**src/rtl/fib_stack_sequencer.sv**
```systemverilog
// Start-to-done sequencer: computes Fibonacci terms, pushes them onto the external stack, then pops them back onto v0.
// Optional build macro FIB_SATURATE_EN: overflowing terms clamp to all-ones for the rest of the run instead of wrapping.
module fib_stack_sequencer #(
    parameter int DEPTH = 32,
    parameter int WIDTH = 8,
    localparam int AW = $clog2(DEPTH)
) (
    input  logic             clk,
    input  logic             reset_button,
    input  logic             start,
    input  logic [7:0]       a0_init,
    input  logic [WIDTH-1:0] stack_val_out,
    output logic [AW-1:0]    stack_addr,
    output logic [WIDTH-1:0] stack_val_in,
    output logic             push_en,
    output logic             pop_en,
    output logic             active_en,
    output logic [WIDTH-1:0] v0,
    output logic             v0_valid,
    output logic             done,
    output logic             overflow
);

    typedef enum logic [2:0] {IDLE, PUSH, POP, DRAIN1, DRAIN2, DONE} state_t;

    state_t           state;
    logic [WIDTH-1:0] prev;
    logic [WIDTH-1:0] cur;
    logic             cur_ovf;
    logic [AW-1:0]    n_last;
    logic             pop_d1;

    logic [WIDTH:0]   sum_ext;
    logic [WIDTH-1:0] next_cur;
    logic             next_ovf;
    logic [AW-1:0]    start_last;

    always_comb begin
        sum_ext = {1'b0, prev} + {1'b0, cur};
`ifdef FIB_SATURATE_EN
        next_ovf = sum_ext[WIDTH] | cur_ovf;
        next_cur = next_ovf ? '1 : sum_ext[WIDTH-1:0];
`else
        next_ovf = sum_ext[WIDTH];
        next_cur = sum_ext[WIDTH-1:0];
`endif
        start_last = ({24'b0, a0_init} >= 32'(DEPTH)) ? AW'(DEPTH - 1) : AW'(a0_init - 8'd1);
    end

    always_ff @(posedge clk) begin
        if (!reset_button) begin
            state        <= IDLE;
            prev         <= '0;
            cur          <= '0;
            cur_ovf      <= 1'b0;
            n_last       <= '0;
            pop_d1       <= 1'b0;
            stack_addr   <= '0;
            stack_val_in <= '0;
            push_en      <= 1'b0;
            pop_en       <= 1'b0;
            active_en    <= 1'b0;
            v0           <= '0;
            v0_valid     <= 1'b0;
            done         <= 1'b0;
            overflow     <= 1'b0;
        end else begin
            // Read data arrives the cycle after pop_en; v0 registers it one cycle later.
            pop_d1   <= pop_en;
            v0_valid <= pop_d1;
            if (pop_d1)
                v0 <= stack_val_out;

            case (state)
                IDLE, DONE: begin
                    if (start) begin
                        overflow     <= 1'b0;
                        prev         <= '0;
                        cur          <= WIDTH'(1);
                        cur_ovf      <= 1'b0;
                        n_last       <= start_last;
                        stack_addr   <= '0;
                        stack_val_in <= '0;
                        if (a0_init == 8'd0) begin
                            state     <= DONE;
                            done      <= 1'b1;
                            active_en <= 1'b0;
                        end else begin
                            state     <= PUSH;
                            done      <= 1'b0;
                            active_en <= 1'b1;
                            push_en   <= 1'b1;
                        end
                    end
                end
                PUSH: begin
                    if (stack_addr == n_last) begin
                        state        <= POP;
                        push_en      <= 1'b0;
                        pop_en       <= 1'b1;
                        stack_val_in <= '0;
                    end else begin
                        // overflow is flagged when an overflowed term is actually pushed
                        stack_addr   <= stack_addr + 1'b1;
                        stack_val_in <= cur;
                        prev         <= cur;
                        cur          <= next_cur;
                        cur_ovf      <= next_ovf;
                        if (cur_ovf)
                            overflow <= 1'b1;
                    end
                end
                POP: begin
                    if (stack_addr == '0) begin
                        state  <= DRAIN1;
                        pop_en <= 1'b0;
                    end else begin
                        stack_addr <= stack_addr - 1'b1;
                    end
                end
                DRAIN1: state <= DRAIN2;
                DRAIN2: begin
                    state     <= DONE;
                    done      <= 1'b1;
                    active_en <= 1'b0;
                end
                default: state <= IDLE;
            endcase
        end
    end

endmodule

```
**config.mk**
```make
export PLATFORM = sky130hd
export DESIGN_NAME = fib_stack_sequencer
export DESIGN_NICKNAME = d
export VERILOG_FILES = /design/src/rtl/fib_stack_sequencer.sv
export SDC_FILE = /design/constraint.sdc
export NUM_CORES = 1
export LEC_CHECK = 0
export BUFFER_PORTS_ARGS = -buffer_cell sky130_fd_sc_hd__buf_2
export CAP_MARGIN = 20
export CORE_UTILIZATION = 45
export DETAILED_ROUTE_END_ITERATION = 8
export PLACE_DENSITY = 0.78
export SETUP_SLACK_MARGIN = 0.02
export SLEW_MARGIN = 15
export SYNTH_ARGS = -nofsm -noshare
export SYNTH_HDL_FRONTEND = slang
export SYNTH_SLANG_ARGS = --single-unit
```
**constraint.sdc**
```tcl
create_clock -name clk -period 3.22 [get_ports clk]
set_input_delay 0.644 -clock clk [delete_from_list [all_inputs] [get_ports clk]]
set_output_delay 0.644 -clock clk [all_outputs]
set_load 0.03 [all_outputs]
```
==> flow_summary.ini <==
[outcome]
status = completed

[logic_synthesis]
netlist.area_leader.share_pct = 39.9
synth_simple_gate_area_share_pct = 18.7
distinct_cell_type_count_after_synthesis = 48
number_of_flops_mapped_to_enable_cells_by_yosys = 0
yosys_most_used_dff = dfxtp_1
synth-compound-area-share_pct = 18.6
post_synth_mux_area_share_pct = 5.27
netlist_instances = 297
synthArstFlopShare_pct = 0
synth_fa_ha_area_share_pct = 7.63
synth.cell_area_um2 = 2660
synth_warnings = 0
cell_accounting_for_the_most_synthesized_area = dfxtp_1
synth_area_per_cell_um2 = 8.95
synth_xor_xnor_area_share_pct = 5.60
ys_ff_latch = 53
synth_seq_area_share_pct = 39.9
synth_top_family_by_area = simple AND/OR/NAND/NOR gates
top_area_cells_in_the_synthesized_netlist = dfxtp_1, a21oi_1, ha_1, mux2i_1, nand2_1
synthesis.nets = 331

[pwr]
p_per_area_nw_per_um2 = 470
cellLeakagePower_nw = 1.30
worst_ir_drop_vdd_mv = 0.254
design_power_total_w = 0.00141

[route]
vias_per_cell = 5.28
ant_nets = 0
wire_per_inst_um = 12.9
drt-pass1-iter-count = 4
via_count = 2171
drt-total-wl_um = 5320
drt_first_iter_violations = 119
drc_errors = 0

[layout]
antennaDiodeCount = 0
fillers = 554
flow.area_growth_from_synthesis_pct = 13.2
final_net_count = 372
post_route_cells_drive_above_1_share_pct = 19.5
layout.core_utilization_pct = 53.7
post-route-cell-area_um2 = 3010

[worst_setup_path]
timing.critical_path.mode_cell = a21oi_1
critical_path.max_stage_delay_ns = 0.62
cp_num_buf_inv = 1
worstReg2RegEnd = stack_addr[4]
cp_top_family = flip-flops
crit_path_cell_trace = nor3b_2 -> inv_1 -> fa_1 -> nand2b_1 -> a21oi_1 -> mux2i_1 -> a21oi_1 -> a311oi_1
worst-r2r-setup-slack_ns = 0.59
worst_ep_arrival_time_ns = 2.86
path_class = flop to flop
worst-endpoint-required_ns = 3.45
cp_max_fo = 13
reg2regPathDepth = 8
cp-end-kind = flop
critical-path-slowest-cell = dfxtp_1
startpoint_type = flop
worstReg2RegStart = state[1]

[timing]
period_minus_slack_ns = 2.63
hold_violations = 0
clock_skew_ns = 0.00896
worst_slew_pin_slew_ns = 0.681
final-max-slew-violation-count = 0
worst_hold_slack_ns = 0.456
final_clock_period_utilization_by_the_worst_path_pct = 81.7
max_clock_freq_ghz = 0.380
grt_setup_unrepaired = false
max_slew_margin_pct = 54.4
setup_viol = 0
tns_ns = 0

[place]
placedInstanceArea_um2 = 2910
post-dp-hpwl_um = 3930
placement.io_buffers = 45
place.gp.congestion = 0.872

[worst_hold_path]
min-delay-path-class = flop to flop
worst_hold_path.endpoint = stack_val_in[4]
min_from = stack_val_in[4]
worst_hold_path.num_cells = 2

[grt]
vias_in_the_first_global_route = 2149
antenna_found_initial = 0
grt_first_pass_wirelength_um = 9400
track_usage_pct = 18.9
grt_start_max_net_pins = 24
grt-ovfl-total = 0

[floorplanning]
placement_rows = 27
boundaryPins = 46
fp.coreArea_um2 = 5610
die_area_um2 = 6220
initial_utilization_pct = 47.4
die-height_um = 78.9
die-width_um = 78.9

[clock_network]
cts_sinks = 53
htreeDepth = 2
insertion_delay_ns = 0.31
cts-root-buf = clkbuf_8
post_cts_buffers = 0
path_clk_slew_ns = 0.10
cts_tree = built
cts_hold_buffers = 0
clock_buffer_count_from_cts = 5
cts_repair_resizes = 0
clk_path_buf_depth = 2

[run]
drv.max_cap_violation_count = 0
## layout make-up
class	instances	area [um2]	area share, %
inverters	10	37.5	1.25
multi-input cells	221	1490	49.4
flip-flops and latches	53	1060	35.3
repair buffers	47	240	7.98
clock inverters	3	26.3	0.873
well taps	72	90.1	2.99
clock buffers	5	68.8	2.29
## placed cells by master (no fill, tap or decap), types with 2 or more instances in the layout
cell type and instances:
nand2b_1 2, xnor2_1 5, a31o_2 2, buf_4 2, dfxtp_1 53, o21ai_0 9, xor2_1 12, nand3_1 13
nor2_1 31, a31oi_1 2, fa_1 2, and2_1 2, a21oi_1 35, nor3_1 7, ha_1 13, a311oi_1 6
clkbuf_8 5, nand2_1 33, o31ai_1 2, buf_2 45, inv_6 3, inv_1 9, nand4b_1 2, nor2b_1 2
a21o_1 5, mux2i_1 14, nor3_4 2
## per-stage QoR
step	worst slack, ns	std cells
finish	0.590	411
global route	0.409	411
CTS	0.602	411
detailed placement	0.596	403
global placement	0.744	403
floorplan	0.924	297
## worst min-delay path: stages, from the launching register on
cell and delay [ns]:
dfxtp_1 0.32, nand2_1 0.05, a21oi_1 0.05
## per-layer routing
layer,share of wire [%],global-route usage (%)
met1,46,23.1
met2,49,33.5
met3,3.7,3.22
met4,1.4,6.00
met5,0,0
## kinds of logic after synthesis
| group | count (synthesis) |
|---|---|
| buffers and inverters | 23 |
| AOI/OAI and AO/OA | 74 |
| and+or+nand+nor | 101 |
| xor gates and xnor gates | 17 |
| muxes | 14 |
| DFF | 53 |
| adders and majority gates | 15 |
## report_power, final
group	internal (W)	leakage, nW	switching, W	total, W
logic	0.0000998	0.817	0.000194	0.000294
clock network	0.000162	0.0495	0.000239	0.000401
registers	0.000685	0.430	0.0000335	0.000718
## flip-flops by register name, indices dropped and copies added (netlist names)
register and count:
stack_addr 5, overflow 1, prev 8, cur_ovf 1, pop_d1 1, push_en 1
state 3, pop_en 1, active_en 1, done 1, cur 8, n_last 5
stack_val_in 8, v0 8, v0_valid 1
## how the worst max path moves through the flow
stage,depth (start not counted),endpoint,from,slack (ns)
6_report,8,stack_addr[4],state[1],0.59
2_1_floorplan,9,stack_addr[4],state[1],0.92
3_3_place_gp,8,stack_addr[4],state[1],0.74
4_1_cts,8,stack_addr[4],state[1],0.60
5_1_grt,8,stack_addr[4],state[1],0.41
3_5_place_dp,8,stack_addr[4],state[1],0.60
## cell usage after synthesis, drive strengths merged (3+ instances only)
cell type and n:
a21o 5, a21oi 37, a311oi 6, a31oi 3
buf 6, clkbuf 7, dfxtp 53, ha 13
inv 9, mux2i 14, nand2 34, nand3 13
nor2 31, nor3 9, nor3b 3, o21ai 10
xnor2 5, xor2 12
(Power assumes the default switching activity.)
